==> config.mk <==
export PLATFORM = sky130hd
export DESIGN_NAME = tx_block_unloader
export DESIGN_NICKNAME = d
export VERILOG_FILES = /design/src/rtl/tx_block_unloader_pkg.sv /design/src/rtl/tx_block_unloader_shift_reg.sv /design/src/rtl/tx_block_unloader.sv
export SDC_FILE = /design/constraint.sdc
export NUM_CORES = 1
export LEC_CHECK = 0
export ABC_AREA = 1
export CAP_MARGIN = 20
export CORE_UTILIZATION = 54
export CTS_BUF_LIST = sky130_fd_sc_hd__clkbuf_16
export CTS_CLUSTER_DIAMETER = 60
export CTS_CLUSTER_SIZE = 20
export DETAILED_ROUTE_END_ITERATION = 12
export GPL_TIMING_DRIVEN = 0
export PLACE_DENSITY = 0.85
export SYNTH_ARGS = -nofsm -noshare
export SYNTH_HDL_FRONTEND = slang
export SYNTH_HIERARCHICAL = 1
export SYNTH_SLANG_ARGS = --single-unit
==> constraint.sdc <==
create_clock -name clk -period 3.7 [get_ports clk]
set_input_delay 0.37 -clock clk [delete_from_list [all_inputs] [get_ports clk]]
set_output_delay 0.37 -clock clk [all_outputs]
set_load 0.05 [all_outputs]
==> src/rtl/tx_block_unloader_pkg.sv <==
// rtl/tx_block_unloader_pkg.sv - shared types and sizing for the Tx block unloader
// Purpose: FSM state encoding, default geometry and the beat counter width helper.
// Ports: none (package).
package tx_block_unloader_pkg;

  typedef enum logic [1:0] {
    S_IDLE = 2'd0,
    S_POP  = 2'd1,
    S_LOAD = 2'd2,
    S_SEND = 2'd3
  } tx_unl_state_t;

  localparam int BLOCK_W_DEFAULT = 64;
  localparam int OUT_W_DEFAULT   = 8;
  localparam int CNT_W_DEFAULT   = 16;
  localparam int BEATS_PER_BLOCK = BLOCK_W_DEFAULT / OUT_W_DEFAULT;
  localparam int BEAT_CNT_W      = $clog2(BEATS_PER_BLOCK);

  // A block of a single beat still needs a 1-bit counter to stay legal.
  function automatic int beat_cnt_width(input int beats);
    return (beats > 1) ? $clog2(beats) : 1;
  endfunction

endpackage

==> src/rtl/tx_block_unloader_shift_reg.sv <==
// rtl/tx_block_unloader_shift_reg.sv - block-wide shift register serialising MSB slice first
// Purpose: holds one cipher block; parallel load, shift left by OUT_W per accepted beat.
// Ports:
//   clk, reset  clock and synchronous active-high reset
//   load        capture load_data (takes priority over shift)
//   load_data   BLOCK_W block to serialise
//   shift       drop the current MSB slice
//   msb_out     current OUT_W-wide MSB slice
module tx_shift_reg #(
  parameter int BLOCK_W = 64,
  parameter int OUT_W   = 8
) (
  input  logic               clk,
  input  logic               reset,
  input  logic               load,
  input  logic [BLOCK_W-1:0] load_data,
  input  logic               shift,
  output logic [OUT_W-1:0]   msb_out
);

  logic [BLOCK_W-1:0] shreg;

  always_ff @(posedge clk) begin
    if (reset) begin
      shreg <= '0;
    end else if (load) begin
      shreg <= load_data;
    end else if (shift) begin
      shreg <= shreg << OUT_W;
    end
  end

  assign msb_out = shreg[BLOCK_W-1 -: OUT_W];

endmodule

==> src/rtl/tx_block_unloader.sv <==
// rtl/tx_block_unloader.sv - drains Tx FIFO blocks onto a byte-wide valid/ready stream
// Purpose: pops one block per transfer, emits it MSB beat first, counts completed blocks.
// Ports:
//   clk, reset   clock and synchronous active-high reset
//   emptyTx      Tx FIFO empty flag (sampled only while idle)
//   tx_rdata     Tx FIFO read data, valid the cycle after trans_deq
//   trans_deq    Tx FIFO pop strobe, one cycle per block
//   flush        abort the block in flight
//   out_data     current output beat
//   out_valid    out_data valid
//   out_ready    downstream accept
//   out_last     final beat of a block
//   busy         unloader not idle
//   blocks_sent  completed blocks since reset, wraps
module tx_block_unloader
  import tx_block_unloader_pkg::*;
#(
  parameter int BLOCK_W = BLOCK_W_DEFAULT,
  parameter int OUT_W   = OUT_W_DEFAULT,
  parameter int CNT_W   = CNT_W_DEFAULT
) (
  input  logic               clk,
  input  logic               reset,
  input  logic               emptyTx,
  input  logic [BLOCK_W-1:0] tx_rdata,
  output logic               trans_deq,
  input  logic               flush,
  output logic [OUT_W-1:0]   out_data,
  output logic               out_valid,
  input  logic               out_ready,
  output logic               out_last,
  output logic               busy,
  output logic [CNT_W-1:0]   blocks_sent
);

  localparam int BEATS = BLOCK_W / OUT_W;
  localparam int BCW   = beat_cnt_width(BEATS);
  localparam logic [BCW-1:0] LAST_BEAT = BCW'(BEATS - 1);

  tx_unl_state_t state, state_next;
  logic [BCW-1:0]   beat_cnt;
  logic [CNT_W-1:0] blocks_sent_q;
  logic             handshake;
  logic             at_last;

  tx_shift_reg #(
    .BLOCK_W (BLOCK_W),
    .OUT_W   (OUT_W)
  ) u_shift (
    .clk       (clk),
    .reset     (reset),
    .load      (state == S_LOAD),
    .load_data (tx_rdata),
    .shift     (handshake),
    .msb_out   (out_data)
  );

  assign at_last   = (beat_cnt == LAST_BEAT);
  assign handshake = (state == S_SEND) && out_ready;

  always_ff @(posedge clk) begin
    if (reset) begin
      state <= S_IDLE;
    end else begin
      state <= state_next;
    end
  end

  // Outputs depend on state/registers only; out_ready only steers the next state.
  always_comb begin
    state_next = state;
    trans_deq  = 1'b0;
    out_valid  = 1'b0;
    out_last   = 1'b0;
    busy       = 1'b1;
    case (state)
      S_IDLE: begin
        busy = 1'b0;
        if (!emptyTx) state_next = S_POP;
      end
      S_POP: begin
        // The pop is issued even when flushed; the popped block is simply dropped.
        trans_deq  = 1'b1;
        state_next = flush ? S_IDLE : S_LOAD;
      end
      S_LOAD: begin
        state_next = flush ? S_IDLE : S_SEND;
      end
      S_SEND: begin
        out_valid = 1'b1;
        out_last  = at_last;
        // A completing last beat beats a simultaneous flush.
        if ((handshake && at_last) || flush) state_next = S_IDLE;
      end
      default: state_next = S_IDLE;
    endcase
  end

  always_ff @(posedge clk) begin
    if (reset) begin
      beat_cnt <= '0;
    end else if (state == S_LOAD) begin
      beat_cnt <= '0;
    end else if (handshake) begin
      beat_cnt <= beat_cnt + 1'b1;
    end
  end

  always_ff @(posedge clk) begin
    if (reset) begin
      blocks_sent_q <= '0;
    end else if (handshake && at_last) begin
      blocks_sent_q <= blocks_sent_q + 1'b1;
    end
  end

  assign blocks_sent = blocks_sent_q;

endmodule
==> results.tsv, run 1 <==
metric	value	unit
status	completed	
cts.reportedPaths.clkPinSlew	0.06	ns
cts_sinks	85	
gr-total-overflow	0	
cp-endpoint	out_last	
critPathLaunch	beat_cnt[0]$_SDFFE_PP0P_	
syn_to_final_growth	32.6	%
syn_nets	702	
wl_per_cell	12.7	microns
power.leakage	0.00273	uW
antenna_found_initial	0	
hold_violations	0	
rows	31	
drv_slew	0	
clock.fmax	396	MHz
place_hpwl	7.78	mm
crit_path_frequent_cell	ha_1	
critPathTopFamily	buffers and inverters	
min_period	2.53	ns
rsz0062_at_grt	false	
multi_input_area	1910	sq um
yosysSeqAreaShare	40.6	%
grt_pass1_vias	3994	
setup_slack	1.17	ns
arrival	2.16	ns
fillers	568	
critPathCaptureType	output pin	
start_util	56.9	%
syn_avg_cell_area	6.66	sq um
syn-instance-count	630	
post_cts_resized	0	
timing.hold.ws	0.465	ns
reg2reg_depth	8	
gp_congestion	0.830	
coreArea	7370	sq um
yosys.area.top_type	dfxtp_1	
path_class	flip-flop to output pin	
pwr_density_cell	359	nW/um^2
synth_cell_types	28	
first_iter_violations	294	
htreeDepth	3	
post-route-drc-count	0	
rrSetupSlack	2.03	ns
dieArea	8120	sq um
worstReg2RegEnd	u_shift/shreg[59]$_SDFFE_PP0P_	
drt_first_pass_iters	5	
worst_pin_slew	0.535	ns
die_w	90.1	microns
r2r-start	state[1]$_SDFFE_PP0P_	
fin_util	75.5	%
critPathMaxStageDelay	0.82	ns
wl	10.7	mm
vias	4269	
period_share	68.3	%
drive_above_1_share	8.22	%
peakVddDrop	0.244	mV
cts_buffer_depth	2	
cts_tree	built	
portBuffers	96	
tns	0	ns
post_cts_buffers	0	
crit_path_start_kind	flip-flop	
track_usage	26.7	%
die_h	90.1	microns
insertion_delay	0.32	ns
fin_skew	0.00533	ns
worstPathRequired	3.33	ns
path_cells	ha_1, ha_1, inv_1, nor2_1, clkdlybuf4s50_1	
final_nets	809	
slew_headroom	64.2	%
path_max_fanout	3	
cts_root_buffer	clkbuf_16	
pre_cts_ws	1.58	ns
drtAntennaViolNets	0	
cts_made_buffers	9	
yosysTopAreaCellShare	40.6	%
cp.depth	5	
yosysWarnings	6	
ioPinCount	97	
synth.area.top_cells	dfxtp_1 (41%), nand2_1 (20%), nand3_1 (14%), inv_1 (6.9%), buf_4 (3.8%)	
holdBufCountCts	0	
cpMaxStageDelayCell	clkdlybuf4s50_1	
cap_violations	0	
regArea	1700	sq um
syn_area	4190	sq um
routed_via_density	5.08	
synth_seq_cells	85	
grt_max_degree	14	
grt_first_pass_wirelength	17.8	mm
critical_path_buf_inv_count	2	
hp-class	flip-flop to flip-flop	
finalSetupViolCount	0	
diodes	0	
-- cell families (layout without fill, tap and decap cells) --
group | Yosys count | count (layout) | share of synthesized area [%]
AO/OA/AOI/OAI | 30 | 30 | 3.70
adder cells (fa/ha/maj) | 3 | 3 | 0.895
buffers and inverters | 120 | 232 | 14.0
flip-flops | 85 | 85 | 40.6
AND/OR/NAND/NOR | 390 | 390 | 40.4
XOR/XNOR | 2 | 2 | 0.418
-- per-stage QoR --
step,std cells,total power (uW),instance area [sq um]
2_1_floorplan,630,1060,4190
3_3_place_gp,825,1160,5280
3_5_place_dp,825,1160,5280
4_1_cts,841,2010,5560
5_1_grt,841,2060,5560
6_report,841,2000,5560
-- layout by cell type (no fill, tap or decap), types with 2 or more instances in the layout --
master,netlist,layout
a21oi_1,22,22
buf_1,5,5
buf_2,7,7
buf_4,21,21
buf_6,5,5
clkbuf_1,2,2
clkbuf_16,0,9
clkdlybuf4s50_1,0,96
clkinv_2,0,2
dfxtp_1,85,85
ha_1,3,3
inv_1,77,79
inv_2,2,2
nand2_1,225,225
nand2_2,2,2
nand3_1,115,115
nor2_1,33,33
nor2_2,2,2
nor2_4,5,5
nor3_1,2,2
o21ai_0,6,6
xor2_1,2,2
-- worst min path at each step --
stage,start,endpoint,slack [ns],depth (start not counted)
2_1_floorplan,u_shift/shreg[0]$_SDFFE_PP0P_,u_shift/shreg[0]$_SDFFE_PP0P_,0.43,2
3_3_place_gp,u_shift/shreg[2]$_SDFFE_PP0P_,u_shift/shreg[2]$_SDFFE_PP0P_,0.45,2
3_5_place_dp,u_shift/shreg[2]$_SDFFE_PP0P_,u_shift/shreg[2]$_SDFFE_PP0P_,0.46,2
4_1_cts,u_shift/shreg[2]$_SDFFE_PP0P_,u_shift/shreg[2]$_SDFFE_PP0P_,0.46,2
5_1_grt,u_shift/shreg[2]$_SDFFE_PP0P_,u_shift/shreg[2]$_SDFFE_PP0P_,0.48,2
6_report,u_shift/shreg[7]$_SDFFE_PP0P_,u_shift/shreg[7]$_SDFFE_PP0P_,0.47,2
-- final cells by class --
type / count / area share (%)
Timing Repair Buffer: 96 / 17.3
Clock inverter: 7 / 1.06
Multi-Input combinational cell: 425 / 34.3
Inverter: 79 / 5.33
Buffer: 41 / 5.20
Clock buffer: 9 / 4.05
Sequential cell: 85 / 30.6
Tap cell: 99 / 2.23
-- cell usage after synthesis --
cell type and number:
nor2_4 5, ha_1 3, buf_4 21, a21oi_1 22, nand3_2 1, clkbuf_1 2, xor2_1 2, nand3b_4 1
dfxtp_1 85, nand2_4 1, inv_2 2, nand3_1 115, nor4_1 1, and3_1 1, buf_6 5, nor2_2 2
o21ai_0 6, nor3_1 2, inv_1 77, nand2_1 225, o21bai_1 1, nor2_1 33, o21a_1 1, clkbuf_8 1
buf_2 7, buf_1 5, nand2_2 2, nand4_1 1
-- report_power, final --
group / switching (uW) / internal, uW / total (uW)
registers: 11.9 / 934 / 946
logic: 95.1 / 106 / 201
clock network: 336 / 513 / 849
total: 443 / 1550 / 2000
-- state kept, by name (all words and copies together), names as in the netlist --
name / cells
u_shift/shreg: 64
blocks_sent: 16
beat_cnt: 3
state: 2
-- layer usage --
layer	vias to the layer above	track usage [%]	part of all wire, %
li1	2163	-	-
met1	1962	31.9	42
met2	127	48.1	51
met3	17	3.81	5.7
met4	0	9.95	1.4
met5	-	0	0
-- worst register-to-register path, cell delays in order, from the launching register on --
cell and delay (ns):
dfxtp_1 0.42, inv_1 0.10, nor2_1 0.32, buf_4 0.28, buf_4 0.20, nand2_1 0.07, nand3_1 0.10, nand2_1 0.07
inv_1 0.06
Power figures use the tool's default switching activity.
==> run 2, diff against run 1 <==
- CORE_UTILIZATION: 54 -> 50
- PLACE_DENSITY: 0.85 -> 0.8
- clock period: 3.7 -> 2.5 ns (I/O delays scaled with it)
==> results.tsv, run 2 (synthesis gave the netlist of run 1 again) <==
metric	value	unit	change
period_share	92.9	%	
cts_sinks	85		unchanged
worstPathRequired	2.25	ns	was 3.33 ns
holdBufCountCts	0		unchanged
r2r-start	state[1]$_SDFFE_PP0P_		unchanged
finalSetupViolCount	0		unchanged
cts_buffer_depth	2		unchanged
first_iter_violations	199		was 294
cap_violations	0		unchanged
wl_per_cell	12.1	microns	was 12.7 microns
comb_power_share	9.6	%	was 10.1%
switching_share	21.8	%	was 22.2%
post_cts_buffers	0		unchanged
p_switching	670	uW	was 443 uW
wl	10.2	mm	was 10.7 mm
grt_pass1_vias	3938		was 3994
fin_skew	0.00624	ns	was 0.00533 ns
place_hpwl	7.54	mm	was 7.78 mm
crit_path_frequent_cell	ha_1		unchanged
critPathTopFamily	buffers and inverters		unchanged
track_usage	24.4	%	was 26.7%
ioPinCount	97		unchanged
htreeDepth	3		unchanged
start_util	51.3	%	was 56.9%
fillers	710		was 568
rsz0062_at_grt	false		unchanged
clock.fmax	431	MHz	
setup_slack	0.178	ns	was 1.17 ns
antenna_found_initial	0		unchanged
min-delay-start	u_shift/shreg[7]$_SDFFE_PP0P_		unchanged
hold_end	u_shift/shreg[7]$_SDFFE_PP0P_		unchanged
worst_pin_slew	0.505	ns	was 0.535 ns
path_cells	ha_1, ha_1, inv_1, nor2_1, clkdlybuf4s50_1		unchanged
insertion_delay	0.33	ns	was 0.32 ns
power.leakage	0.00274	uW	was 0.00273 uW
die_h	93.6	microns	was 90.1 microns
final_common_cell	nand2_1		unchanged
tns	0	ns	unchanged
place.detailed.instances	831		was 825
path_class	flip-flop to output pin		unchanged
coreArea	8180	sq um	was 7370 sq um
reg2reg_depth	8		unchanged
fin_util	68.4	%	was 75.5%
slew_headroom	66.2	%	was 64.2%
cts_root_buffer	clkbuf_16		unchanged
grt_max_degree	14		unchanged
top_register	u_shift/shreg		unchanged
total_power	3070	uW	was 2000 uW
cts_made_buffers	9		unchanged
die_w	93.6	microns	was 90.1 microns
worstReg2RegEnd	u_shift/shreg[41]$_SDFFE_PP0P_		was u_shift/shreg[59]$_SDFFE_PP0P_
post_cts_resized	0		unchanged
critical_path_buf_inv_count	2		unchanged
post-route-drc-count	0		unchanged
grt_first_pass_wirelength	16.9	mm	was 17.8 mm
gp_congestion	0.808		was 0.830
drtAntennaViolNets	0		unchanged
vias	4190		was 4269
rows	33		was 31
hp-class	flip-flop to flip-flop		unchanged
final_nets	809		unchanged
intPower	2400	uW	was 1550 uW
path_max_fanout	3		unchanged
arrival	2.07	ns	was 2.16 ns
gr-total-overflow	0		unchanged
status	completed		unchanged
whs_path_depth	2		unchanged
routed_via_density	4.96		was 5.08
portBuffers	96		unchanged
pre_cts_ws	0.530	ns	was 1.58 ns
pwr_density_cell	549	nW/um^2	was 359 nW/um^2
rrSetupSlack	0.88	ns	was 2.03 ns
min_period	2.32	ns	
drv_slew	0		unchanged
critPathMaxStageDelay	0.81	ns	was 0.82 ns
cpMaxStageDelayCell	clkdlybuf4s50_1		unchanged
largest_reg_flops	64		unchanged
drt_first_pass_iters	4		was 5
cts.reportedPaths.clkPinSlew	0.06	ns	about the same
drive_above_1_share	8.38	%	was 8.22%
dieArea	8760	sq um	was 8120 sq um
final_cells	845		was 841
hold_violations	0		unchanged
clockPowerShare	44.8	%	was 42.5%
crit_path_start_kind	flip-flop		unchanged
syn_to_final_growth	33.3	%	was 32.6%
seq_power_share	45.6	%	was 47.4%
final_cell_mix	nand2_1 (225), nand3_1 (115), clkdlybuf4s50_1 (96), dfxtp_1 (85), inv_1 (77)		was nand2_1 (225), nand3_1 (115), clkdlybuf4s50_1 (96), dfxtp_1 (85), inv_1 (79)
cts_tree	built		unchanged
diodes	0		unchanged
peakVddDrop	0.369	mV	was 0.244 mV
critPathCaptureType	output pin		unchanged
[run 2: changes by cell type in the layout (fill, tap and decap cells not counted)]
cell and delta:
bufinv_16 +1, clkinv_1 -1, inv_1 -2
[run 2: worst min-delay path: stages, from the launching register on]
cell	delay, ns
dfxtp_1	0.31
nand2_1	0.06
a21oi_1	0.05
[run 2: layout make-up]
| class | count | area, sq um | share of cell area (%) |
|---|---|---|---|
| Inverter | 79 | 297 | 5.31 |
| Tap cell | 105 | 131 | 2.35 |
| Multi-Input combinational cell | 425 | 1910 | 34.1 |
| Clock inverter | 5 | 77.6 | 1.39 |
| Sequential cell | 85 | 1700 | 30.5 |
| Buffer | 41 | 289 | 5.17 |
| Clock buffer | 9 | 225 | 4.03 |
| Timing Repair Buffer | 96 | 961 | 17.2 |
[run 2: power groups by stage]
stage / clock network (uW) / registers, uW / logic (uW)
final: 1380 / 1400 / 294
after global routing: 1460 / 1400 / 323
after CTS: 1390 / 1400 / 296
after detailed placement: 0 / 1430 / 293
after global placement: 0 / 1430 / 288
after floorplan: 0 / 1420 / 143
[run 2: per-stage QoR]
stage | hold slack [ns] | cell area (sq um)
after floorplan | 0.319 | 4190
after global placement | 0.451 | 5290
after detailed placement | 0.455 | 5290
after CTS | 0.465 | 5590
after global routing | 0.483 | 5590
final | 0.463 | 5590
[run 2: how the worst max path moves through the flow]
stage | startpoint | end | cells past startpoint
detailed placement | beat_cnt[0]$_SDFFE_PP0P_ | out_last | 5
CTS | beat_cnt[0]$_SDFFE_PP0P_ | out_last | 5
finish | beat_cnt[0]$_SDFFE_PP0P_ | out_last | 5
global route | beat_cnt[0]$_SDFFE_PP0P_ | out_last | 5
floorplan | blocks_sent[0]$_SDFFE_PP0P_ | blocks_sent[12]$_SDFFE_PP0P_ | 8
global placement | beat_cnt[0]$_SDFFE_PP0P_ | out_last | 5
[run 2: routing by layer]
layer	wire length (microns)	track usage (%)	part of all wire (%)	vias up
li1	-	-	-	2159
met1	4380	29.1	43	1885
met2	4910	43.0	48	126
met3	685	4.88	6.7	20
met4	208	9.23	2.0	0
met5	0	0	0	-
